## src/rtl/apb_master_fsm.sv

```systemverilog
// ----------------------------------------------------------------------------
// apb_master_fsm
//
// APB4 requester for the APB side of the AXI-to-APB bridge. It pops one packed
// command from the command FIFO, runs the APB SETUP/ACCESS sequence and pushes
// one packed response into the response FIFO. A programmable ACCESS-cycle
// timeout ends transfers whose pready never arrives. A saturating counter
// tracks responses that carry slverr.
//
// Ports
//   dst_clk, dst_rst          clock, asynchronous active-high reset
//   cmd_vld/cmd_rdy/cmd_data  command FIFO read port, {write, addr, wdata, strb}
//   rsp_vld/rsp_rdy/rsp_data  response FIFO write port, {timeout, slverr, rdata}
//   psel, penable, pwrite,    APB requester outputs (all registered)
//   paddr, pwdata, pstrb
//   pready, pslverr, prdata   APB completer inputs
//   busy                      high whenever the FSM is not in IDLE
//   err_cnt                   saturating count of responses with slverr=1
// ----------------------------------------------------------------------------
module apb_master_fsm #(
    parameter int ADDR_WIDTH = 32,
    parameter int DATA_WIDTH = 32,
    parameter int TIMEOUT    = 256,
    parameter int CMD_WIDTH  = 1 + ADDR_WIDTH + DATA_WIDTH + DATA_WIDTH/8
) (
    input  logic                    dst_clk,
    input  logic                    dst_rst,
    input  logic                    cmd_vld,
    output logic                    cmd_rdy,
    input  logic [CMD_WIDTH-1:0]    cmd_data,
    output logic                    rsp_vld,
    input  logic                    rsp_rdy,
    output logic [DATA_WIDTH+1:0]   rsp_data,
    output logic                    psel,
    output logic                    penable,
    output logic                    pwrite,
    output logic [ADDR_WIDTH-1:0]   paddr,
    output logic [DATA_WIDTH-1:0]   pwdata,
    output logic [DATA_WIDTH/8-1:0] pstrb,
    input  logic                    pready,
    input  logic                    pslverr,
    input  logic [DATA_WIDTH-1:0]   prdata,
    output logic                    busy,
    output logic [15:0]             err_cnt
);

    localparam int STRB_W = DATA_WIDTH / 8;
    localparam int CNT_W  = (TIMEOUT > 0) ? $clog2(TIMEOUT + 1) : 1;
    // Counter value seen during ACCESS cycle number TIMEOUT (cycles count from 1).
    localparam logic [CNT_W-1:0] CNT_LAST = (TIMEOUT > 0) ? CNT_W'(TIMEOUT - 1) : '0;

    typedef enum logic [1:0] {
        S_IDLE,
        S_SETUP,
        S_ACCESS,
        S_RESP
    } state_t;

    state_t                  r_state;
    state_t                  w_next;
    logic [CNT_W-1:0]        r_cnt;
    logic                    r_psel;
    logic                    r_penable;
    logic                    r_rsp_vld;
    logic                    r_busy;
    logic                    r_pwrite;
    logic [ADDR_WIDTH-1:0]   r_paddr;
    logic [DATA_WIDTH-1:0]   r_pwdata;
    logic [STRB_W-1:0]       r_pstrb;
    logic [DATA_WIDTH+1:0]   r_rsp_data;
    logic [15:0]             r_err_cnt;

    // Command word fields, MSB to LSB: {write, addr, wdata, strb}.
    logic                    w_cmd_write;
    logic [ADDR_WIDTH-1:0]   w_cmd_addr;
    logic [DATA_WIDTH-1:0]   w_cmd_wdata;
    logic [STRB_W-1:0]       w_cmd_strb;
    logic                    w_accept;
    logic                    w_timeout_hit;
    logic                    w_done;
    logic                    w_slverr_nxt;

    assign w_cmd_write = cmd_data[CMD_WIDTH-1];
    assign w_cmd_addr  = cmd_data[CMD_WIDTH-2 -: ADDR_WIDTH];
    assign w_cmd_wdata = cmd_data[STRB_W +: DATA_WIDTH];
    assign w_cmd_strb  = cmd_data[STRB_W-1:0];

    // The pop strobe is held low while reset is asserted so the FIFO never
    // loses an entry to a command the FSM is about to forget.
    assign cmd_rdy  = (r_state == S_IDLE) && !dst_rst;
    assign w_accept = cmd_vld && cmd_rdy;

    // pready has priority: a timeout only counts when pready is low.
    assign w_timeout_hit = (TIMEOUT != 0) && (r_cnt == CNT_LAST);
    assign w_done        = (r_state == S_ACCESS) && (pready || w_timeout_hit);
    assign w_slverr_nxt  = pready ? pslverr : 1'b1;

    // NOTE: every signal written in always_comb gets a default first, so no
    // path leaves it unassigned and no latch is inferred.
    always_comb begin
        w_next = r_state;
        case (r_state)
            S_IDLE:   if (w_accept) w_next = S_SETUP;
            S_SETUP:  w_next = S_ACCESS;
            S_ACCESS: if (w_done) w_next = S_RESP;
            S_RESP:   if (rsp_rdy) w_next = S_IDLE;
            default:  w_next = S_IDLE;
        endcase
    end

    // Control flops are decoded from the next state so the registered outputs
    // line up with the state they describe.
    // NOTE: sequential state uses non-blocking assignments so every flop
    // samples the pre-edge values, independent of statement order.
    always_ff @(posedge dst_clk or posedge dst_rst) begin
        if (dst_rst) begin
            r_state   <= S_IDLE;
            r_psel    <= 1'b0;
            r_penable <= 1'b0;
            r_rsp_vld <= 1'b0;
            r_busy    <= 1'b0;
            r_cnt     <= '0;
        end else begin
            r_state   <= w_next;
            r_psel    <= (w_next == S_SETUP) || (w_next == S_ACCESS);
            r_penable <= (w_next == S_ACCESS);
            r_rsp_vld <= (w_next == S_RESP);
            r_busy    <= (w_next != S_IDLE);
            if (r_state == S_SETUP) begin
                r_cnt <= '0;
            end else if ((r_state == S_ACCESS) && !w_done) begin
                r_cnt <= r_cnt + 1'b1;
            end
        end
    end

    // Address/data phase registers change only on command acceptance and hold
    // their last value between transfers.
    always_ff @(posedge dst_clk or posedge dst_rst) begin
        if (dst_rst) begin
            r_pwrite   <= 1'b0;
            r_paddr    <= '0;
            r_pwdata   <= '0;
            r_pstrb    <= '0;
            r_rsp_data <= '0;
            r_err_cnt  <= '0;
        end else begin
            if (w_accept) begin
                r_pwrite <= w_cmd_write;
                r_paddr  <= w_cmd_addr;
                r_pwdata <= w_cmd_wdata;
                r_pstrb  <= w_cmd_write ? w_cmd_strb : '0;
            end
            if (w_done) begin
                if (pready) begin
                    r_rsp_data <= {1'b0, pslverr, (r_pwrite ? {DATA_WIDTH{1'b0}} : prdata)};
                end else begin
                    r_rsp_data <= {1'b1, 1'b1, {DATA_WIDTH{1'b0}}};
                end
                if (w_slverr_nxt && (r_err_cnt != 16'hFFFF)) begin
                    r_err_cnt <= r_err_cnt + 16'd1;
                end
            end
        end
    end

    assign psel     = r_psel;
    assign penable  = r_penable;
    assign pwrite   = r_pwrite;
    assign paddr    = r_paddr;
    assign pwdata   = r_pwdata;
    assign pstrb    = r_pstrb;
    assign rsp_vld  = r_rsp_vld;
    assign rsp_data = r_rsp_data;
    assign busy     = r_busy;
    assign err_cnt  = r_err_cnt;

endmodule

```

## config.mk

```make
export PLATFORM = sky130hd
export DESIGN_NAME = apb_master_fsm
export DESIGN_NICKNAME = d
export VERILOG_FILES = /design/src/rtl/apb_master_fsm.sv
export SDC_FILE = /design/constraint.sdc
export NUM_CORES = 1
export LEC_CHECK = 0
export ABC_CLOCK_PERIOD_IN_PS = 9010
export BUFFER_PORTS_ARGS = -buffer_cell sky130_fd_sc_hd__buf_4
export CAP_MARGIN = 20
export CORE_MARGIN = 5
export CORE_UTILIZATION = 40
export DETAILED_ROUTE_END_ITERATION = 7
export PLACE_DENSITY = 0.69
export SYNTH_ARGS = -nofsm -noshare
export SYNTH_HDL_FRONTEND = slang
export SYNTH_SLANG_ARGS = --single-unit
```

## constraint.sdc

```tcl
create_clock -name dst_clk -period 9.01 [get_ports dst_clk]
set_input_delay 0 -clock dst_clk [delete_from_list [all_inputs] [get_ports dst_clk]]
set_output_delay 0 -clock dst_clk [all_outputs]
set_load 0.02 [all_outputs]
```

Word-level counts from Yosys, hierarchy flattened --
Cells that the tools add are included.
Storage, ports and cells: bits in registers 134, input bits 107, output and inout port bits 124, logic and storage cells 45
Cells by class: add/subtract/negate cells 2, eq/ne operators 8, multiplexer cells 10, reductions and logical operators 13
Operators with widths (count):
- $mux W34 | 1
- $mux W32 | 1
- $mux W9 | 2
- $add A16 B1 Y16 const B | 1
- $ne A16 B16 Y1 const B | 1
- $add A9 B1 Y9 const B | 1
- $eq A9 B8 Y1 const B | 1
- $eq A2 B2 Y1 const B | 4
- $pmux W2 S4 | 1
- $mux W2 | 3
- $logic_and A1 B1 Y1 | 5
- $eq A2 B1 Y1 const B | 2
- $mux W4 | 1
- $reduce_bool A2 Y1 | 2
- $logic_not A1 Y1 | 2
- $logic_not A2 Y1 | 1
- $logic_or A1 B1 Y1 | 2
- $reduce_and A2 Y1 | 1
- $mux W1 | 1

Logic depth before layout (Yosys ltp) --
Gate-level depths: netlist of the first run.
depth after elaboration 7, depth in mapped cells 9, gate-level depth less buffers 8

Worst setup path after synthesis of the first run --
Ideal clock, no wire load.
path kind reg2reg, start reg r_state[0], end reg r_psel, in the netlist psel, library setup time 113 ps, data arrival time 1976 ps, required time 8897 ps, setup slack 6922 ps, cell stages (with the launch flop) 9, path buffers 3, clock period less this slack 2088 ps, path through dfrtp_1 -> buf_2 -> nor3_1 -> and2_1 -> buf_2 -> buf_2 -> nor2_1 -> ha_1 -> inv_1
Between the ends: cells in the longest elaborated chain, start to end 7, elaborated cells between the ends (all ways) 14, those cells by class eq/ne: 5; mux: 4; reduce/logical: 5
Ends and longest elaborated chain:
- start, declared | RTL line 59 | state_t r_state;
- start signal, assigned | RTL line 124 | r_state <= w_next;
- $logic_not A2 Y1 * | RTL line 90 | assign cmd_rdy = (r_state == S_IDLE) && !dst_rst;
- $logic_and A1 B1 Y1 * | RTL line 90
- net cmd_rdy | RTL line 29 | output logic cmd_rdy,
- $logic_and A1 B1 Y1 * | RTL line 91 | assign w_accept = cmd_vld && cmd_rdy;
- $mux W2 * | RTL line 103 | S_IDLE: if (w_accept) w_next = S_SETUP;
- $pmux W2 S4 * | RTL line 102 | case (r_state)
- $eq A2 B1 Y1 or $eq A2 B2 Y1 (tied branches) | RTL line 125 | r_psel <= (w_next == S_SETUP) || (w_next == S_ACCESS);
- $logic_or A1 B1 Y1 * | RTL line 125
- end signal, assigned | RTL line 125
- end, declared | RTL line 62 | logic r_psel;
The timed path passes the listed nets; every way through them passes the cells marked *. A chain may end at the register's enable or synchronous reset.

Worst setup path after layout of the first run --
start reg r_cnt[2], end reg r_err_cnt[14], in the netlist err_cnt[14]
Between the ends: cells in the longest elaborated chain, start to end 4
Ends and longest elaborated chain:
- start, declared | RTL line 61 | logic [CNT_W-1:0] r_cnt;
- start signal, assigned | RTL line 132 | r_cnt <= r_cnt + 1'b1;
- $eq A9 B8 Y1 | RTL line 94 | assign w_timeout_hit = (TIMEOUT != 0) && (r_cnt == CNT_LAST);
- $logic_or A1 B1 Y1 | RTL line 95 | assign w_done = (r_state == S_ACCESS) && (pready || w_timeout_hit);
- $logic_and A1 B1 Y1 | RTL line 95
- $reduce_and A2 Y1 (no line)
- end signal, assigned | RTL line 161 | r_err_cnt <= r_err_cnt + 16'd1;
- end, declared | RTL line 71 | logic [15:0] r_err_cnt;
No other way between the ends.

==> summary.md, run 1 <==
| Metric | Value |
|---|---|
| Status | `completed` |
| First-pass GRT wire length | `27150 um` |
| Max Cap Viol | `0` |
| Pwr dens | `327.0 mW/mm^2` |
| Clk_lat worst skew | `around 0.4 ns` |
| Sequential share of the synthesized area | `0.6058` |
| Syn Nets | `699` |
| Clock transition at path regs | `0.05 ns` |
| H-tree Lvls | `4` |
| Placed cell areas | `0.007432 mm^2` |
| Synth Area in Simple Gates | `0.2787` |
| Area of the multi-input gates | `0.002058 mm^2` |
| Largest net degree at the start of global routing | `84` |
| Antenna cells | `0` |
| Initial antenna violation count | `0` |
| GRT Util Overall | `0.2086` |
| FF+latch area | `0.003353 mm^2` |
| Slew @ Worst Pin | `0.7416 ns` |
| Arrival @ worst endpoint | `2.58 ns` |
| #FFs+latches synth | `134` |
| RePlAce Congestion | `0.8063` |
| Via count | `5341` |
| Crit path kind | `flop to flop` |
| Ports | `about 230` |
| Starting Density | `0.4035` |
| # DRC | `0` |
| Num Clock Sinks | `134` |
| Detail Route Antenna Nets | `0` |
| Final net count | `1031` |
| CTS tree | `done` |
| Routed WL | `about 17000 um` |
| Crit path time final | `2.296 ns` |
| Final Hold Viols | `0` |
| Mean post-synth cell area | `9.446 um^2` |
| Vias in the first global route | `~5500` |
| Syn Inst Count | `586` |
| Biggest cell delay along the critical path | `about 0.42 ns` |
| Root buf cell | `clkbuf_16` |
| Core area | `0.01372 mm^2` |
| Number of fill cells in the layout | `1013` |
| Post-synthesis mux area share | `0.01695` |
| Worst vdd ir | `218.3 uV` |
| Class of the worst hold path | `input pin to flop` |
| Final instance area | `0.009145 mm^2` |
| Fmax | `0.4356 GHz` |
| Max_slew headroom | `0.5034` |
| Max Slew Vio Count | `0` |
| Most common cell after layout, fill and taps aside | `nand2_1` |
| Drt first pass iters | `5` |
| Rows | `43` |
| Met3 Use GR | `0.06731` |
| Cts repair resizes | `0` |
| Most Frequent Cell on Critical Path | `and4_1` |
| DR vias/cell | `4.807` |
| Fraction of layout cells with a size suffix above 1 | `0.3104` |
| RSZ-0062 raised after global routing | `no` |
| Synth Area in Compound Gates | `0.04046` |
| Worst-case clock buffer depth | `2` |
| Area Overhead vs Synth | `65.21%` |
| Setup_tns | `0 ns` |
| Critical Path RT | `a little over 9 ns` |
| Synthesis warning total | `0` |
| GR Layer Usage met1 | `0.2509` |
| CP Capture Type | `flop` |
| Cell variety after synth | `38` |
| HPWL Detailed | `10930 um` |
| CP Launch Type | `flop` |
| # setup viols final | `0` |
| Leak | `0.004771 uW` |
| Post-Synth Adder-Cell Area | `0.01356` |
| Mapped Area | `0.005535 mm^2` |
| Utilization after layout | `0.6666` |
| Gr busiest metal | `met2` |
| CP cell instances | `and4_1 -> and4_1 -> ha_1 -> mux2_4 -> nand4_4 -> nor3_1 -> mux2_2` |
| GR Util met2 | `0.3453` |
| Commonest non-fill, non-tap cells in the layout | `nand2_1, buf_4, dfrtp_1` |
| XOR/XNOR Fraction of Synth Area | `0.01899` |
| Critical Path Fanout Max | `6` |
| GRT overflow | `0` |
| DR iter-0 viols | `368` |
| Largest family of logic cells by synthesized area | `simple AND/OR/NAND/NOR gates` |
| CP max-delay cell | `dfrtp_1` |
| Tcrit/Tclk final | `0.2548` |
| Die area | `0.01629 mm^2` |
| Inserted Clock Buffers | `17` |
| Clk_skew | `about 0.011 ns` |
| Chip height | `127.6 um` |
| Die Wd | `127.6 um` |
| Post-DR wirelength/cell | `between 15 and 20 um` |
| Port bufs | `230` |
==> cell families after synthesis <==
family | after synthesis
muxes | 8
adders and majority gates | 6
buffers and inverters | 33
xor gates and xnor gates | 12
and+or+nand+nor | 349
DFF | 134
AOI/OAI and AO/OA | 44
==> critical path: cells and delay by family, from the launching register on <==
| kind | cells | cell delay (ns) |
|---|---|---|
| and+or+nand+nor | 4 | 0.85 |
| muxes | 2 | 0.60 |
| DFF | 1 | 0.42 |
| adders and majority gates | 1 | 0.30 |
==> final timing paths <==
| check | start | to | slack (ns) | cells past startpoint |
|---|---|---|---|---|
| worst max-delay path | r_cnt[2] | err_cnt[14] | 6.71 | 7 |
| worst min-delay path | pslverr | rsp_data[32] | 0.09 | 4 |
| worst max register to register | r_cnt[2] | err_cnt[14] | 6.71 | 7 |
| worst min register to register | pwdata[9] | pwdata[9] | 0.47 | 2 |
| max in group asynchronous | dst_rst | paddr[5] | 7.55 | 4 |
| min in group asynchronous | dst_rst | paddr[25] | 0.30 | 3 |
==> what timing repair did <==
action,CTS,global route
hold buffers,106,0
buffers inserted,0,0
endpoints found under the hold margin,188,0
==> per-layer routing <==
layer  up-vias  part of all wire
met5         -                 0
met4         0             0.027
met3        33             0.086
met2       245              0.49
met1      2509              0.40
li1       2554                 -
==> Yosys cell counts <==
cell type,n,area [um^2]
nand2_2,1,6.260
and3_1,1,6.260
mux2i_1,3,30.03
nor4b_2,1,15.01
ha_1,6,75.07
o21ai_0,39,195.2
mux2_2,3,33.78
o21ai_1,2,10.01
nor4b_1,1,8.760
dfrtp_1,134,3353
nand4_2,2,25.02
o21a_1,1,7.510
nor4_4,1,21.27
nor3_1,6,30.03
nor2b_2,1,8.760
and2_1,1,6.260
a21oi_1,1,5.000
nand4_1,5,31.28
nor2b_1,2,12.51
nand3_1,16,80.08
nor2_2,1,6.260
nand3b_1,1,7.510
nor4b_4,2,47.55
inv_1,5,18.77
nor3b_1,1,7.510
nand2b_1,3,18.77
and4_1,4,35.03
nor4_1,2,12.51
a31oi_1,1,6.260
xor2_1,12,105.1
clkbuf_1,14,52.55
mux2_4,2,30.03
nand4_4,1,21.27
buf_2,14,70.07
or4b_1,1,10.01
nor2_1,6,22.52
nor4_2,2,25.02
nand2_1,287,1077
==> metrics by stage <==
stage	setup WS, ns	hold WS [ns]	total power, uW	cells
after CTS	6.731	0.06527	3006	1111
final	6.714	0.08624	2990	1111
after global routing	6.548	0.08839	3165	1111
after floorplan	5.427	0.09152	1634	586
after global placement	6.795	0.1898	2164	972
after detailed placement	6.753	0.1929	2206	973
==> sequential cells by signal, indices dropped and copies added (netlist names), 2 cells and up <==
register  flops
pwdata       32
rsp_data     34
r_cnt         9
r_state       2
err_cnt      16
paddr        32
pstrb         4
==> final cells by class <==
cell class	count	share of cell area
Sequential cell	134	0.3667
Clock inverter	11	0.01874
Clock buffer	21	0.05254
Multi-Input combinational cell	419	0.2251
Inverter	5	0.002600
Timing Repair Buffer	341	0.3098
Tap cell	180	0.02463
==> where the power goes <==
group,switching [uW],internal [uW]
Clock,249,493
Sequential,179,862
Combinational,704,503
Total,1130,1860
(Power assumes the default switching activity.)
==> run 2, diff against run 1 <==
Settings changed: ABC_CLOCK_PERIOD_IN_PS 9010 to 2230.
Clock period 9.01 ns to 2.23 ns, I/O delays scaled along.
==> summary.md, run 2 (same netlist as run 1, synthesis figures left out) <==
| Metric | Value |
|---|---|
| Status | `completed` |
| Setup_tns | `0 ns (unchanged)` |
| H-tree Lvls | `4 (unchanged)` |
| Max_slew headroom | `0.6398 (+0.1365)` |
| Worst Hold Launch | `cmd_vld` |
| Pwr dens | `1301 mW/mm^2 (+300%)` |
| HPWL Detailed | `11090 um (+1.4%)` |
| Die Wd | `127.6 um (unchanged)` |
| Utilization after layout | `0.6664 (about the same)` |
| Max reg flops | `34 (unchanged)` |
| Drt first pass iters | `5 (unchanged)` |
| Crit path time final | `2.107 ns (-0.1888 ns)` |
| Chip height | `127.6 um (unchanged)` |
| Leak | `0.004775 uW (about the same)` |
| Routed WL | `16780 um (-1.9%)` |
| Final net count | `1033 (+0.19%)` |
| Worst vdd ir | `685.8 uV (+210%)` |
| Initial antenna violation count | `0 (unchanged)` |
| FF-to-FF End | `err_cnt[14]` |
| Post-DR wirelength/cell | `15.09 um (-2.0%)` |
| Num Clock Sinks | `134 (unchanged)` |
| Largest net degree at the start of global routing | `71 (-15%)` |
| Die area | `0.01629 mm^2 (unchanged)` |
| Worst R2R Start | `r_cnt[2]` |
| Ports | `231 (unchanged)` |
| Rows | `43 (unchanged)` |
| Antenna cells | `0 (unchanged)` |
| Max Slew Vio Count | `0 (unchanged)` |
| Area Overhead vs Synth | `65.17% (about the same)` |
| DR vias/cell | `4.799 (-0.16%)` |
| Detail Route Antenna Nets | `0 (unchanged)` |
| Class of the worst hold path | `input pin to flop` |
| Final Hold Viols | `0 (unchanged)` |
| Tcrit/Tclk final | `0.9448 (+0.6900)` |
| Worst-case clock buffer depth | `2 (unchanged)` |
| Slew @ Worst Pin | `0.5403 ns (-0.2013 ns)` |
| Port bufs | `230 (unchanged)` |
| RePlAce Congestion | `0.8266 (+2.5%)` |
| First-pass GRT wire length | `27050 um (-0.38%)` |
| Clock transition at path regs | `0.05 ns (about the same)` |
| DR iter-0 viols | `308 (-16%)` |
| Clk_skew | `0.006779 ns (-0.003869 ns)` |
| Inserted Clock Buffers | `17 (unchanged)` |
| Most common cell after layout, fill and taps aside | `nand2_1` |
| Crit path kind | `flop to flop` |
| Hold WS | `0.02673 ns (-0.05951 ns)` |
| Core area | `0.01372 mm^2 (unchanged)` |
| Fmax | `0.4746 GHz (+9.0%)` |
| Starting Density | `0.4035 (unchanged)` |
| Max Cap Viol | `0 (unchanged)` |
| Hold endpoint | `paddr[29]` |
| Root buf cell | `clkbuf_16` |
| Via count | `5337 (-0.075%)` |
| Vias in the first global route | `5498 (-0.40%)` |
| Worst Reg2Reg Path Length in Cells | `7 (unchanged)` |
| Fraction of layout cells with a size suffix above 1 | `0.3112 (+0.0007399)` |
| Arrival @ worst endpoint | `2.40 ns (-0.18 ns)` |
| # DRC | `0 (unchanged)` |
| Hold path depth | `4 (unchanged)` |
| # setup viols final | `0 (unchanged)` |
| Critical Path RT | `2.52 ns (-6.77 ns)` |
| Critical Path Fanout Max | `6 (unchanged)` |
| CP Capture Type | `flop` |
| CP Launch Type | `flop` |
| RSZ-0062 raised after global routing | `no` |
| CTS tree | `done` |
| Clk_lat worst skew | `0.41 ns (about the same)` |
| GRT Util Overall | `0.2067 (-0.001931)` |
| Flop2flop setup slack | `0.12 ns (-6.59 ns)` |
| Commonest non-fill, non-tap cells in the layout | `nand2_1, buf_4, dfrtp_1` |
| GRT overflow | `0 (unchanged)` |
## run 2: changes by cell type in the layout (fill, tap and decap cells not counted), moves of 2 or more
cell           previous run  this run
o21ai_0                  39        37
clkbuf_1                  0         4
buf_12                    0         4
dlygate4sd3_1           106       104
clkinvlp_4                5         3
clkbuf_8                  4         2
o21ai_1                   1         3
## run 2: worst max-delay path: stages, from the launching register on
cell     delay [ns]
dfrtp_1        0.43
and4_1         0.26
and4_1         0.21
ha_1           0.17
mux2_4         0.19
nand4_4        0.15
nor3_1         0.24
mux2_2         0.35
## run 2: layout make-up
cell class / count / area, um^2
Sequential cell: 134 / 3353
Multi-Input combinational cell: 419 / 2064
Timing Repair Buffer: 343 / 2885
Clock buffer: 23 / 467.9
Fill cell: 1016 / 4577
Clock inverter: 8 / 123.9
Inverter: 5 / 22.52
Tap cell: 180 / 225.2
## run 2: per-stage QoR
step           cell area (um^2)  power (uW)  std cells  setup slack, ns
2_1_floorplan              5539        6602        586           0.1417
3_3_place_gp               7496        8793        976           0.1546
3_5_place_dp               7496        8953        976          0.06105
4_1_cts                    9129       11950       1111          0.04409
5_1_grt                    9143       12630       1112          0.01434
6_report                   9143       11890       1112           0.1231
## run 2: power breakdown
group          leakage, uW  internal [uW]  total, uW  switching [uW]
clock             0.000283           1810       2790             982
sequential         0.00172           3480       4210             727
combinational      0.00277           2060       4890            2830
## run 2: worst max-delay path by stage
stage,slack [ns],end,start,cells past startpoint
6_report,0.12,err_cnt[14],r_cnt[2],7
5_1_grt,0.01,err_cnt[14],r_cnt[2],7
4_1_cts,0.04,r_cnt[2],r_cnt[5],8
3_5_place_dp,0.06,r_cnt[2],r_cnt[0],8
3_3_place_gp,0.15,r_cnt[2],r_cnt[3],8
2_1_floorplan,0.14,psel,r_state[0],8
## run 2: repair_timing
item	4_1_cts	5_1_grt
endpoints found under the hold margin	124	0
hold buffers	104	0
endpoints found under the setup margin	0	2
resized for setup	0	4
setup buffers	0	1
## run 2: layer usage
| layer | GRT usage | up-vias | part of all wire |
|---|---|---|---|
| met5 | 0 | - | 0 |
| met2 | 0.3348 | 237 | 0.48 |
| met4 | 0.08552 | 0 | 0.028 |
| met1 | 0.2484 | 2525 | 0.39 |
| li1 | - | 2541 | - |
| met3 | 0.07860 | 34 | 0.10 |
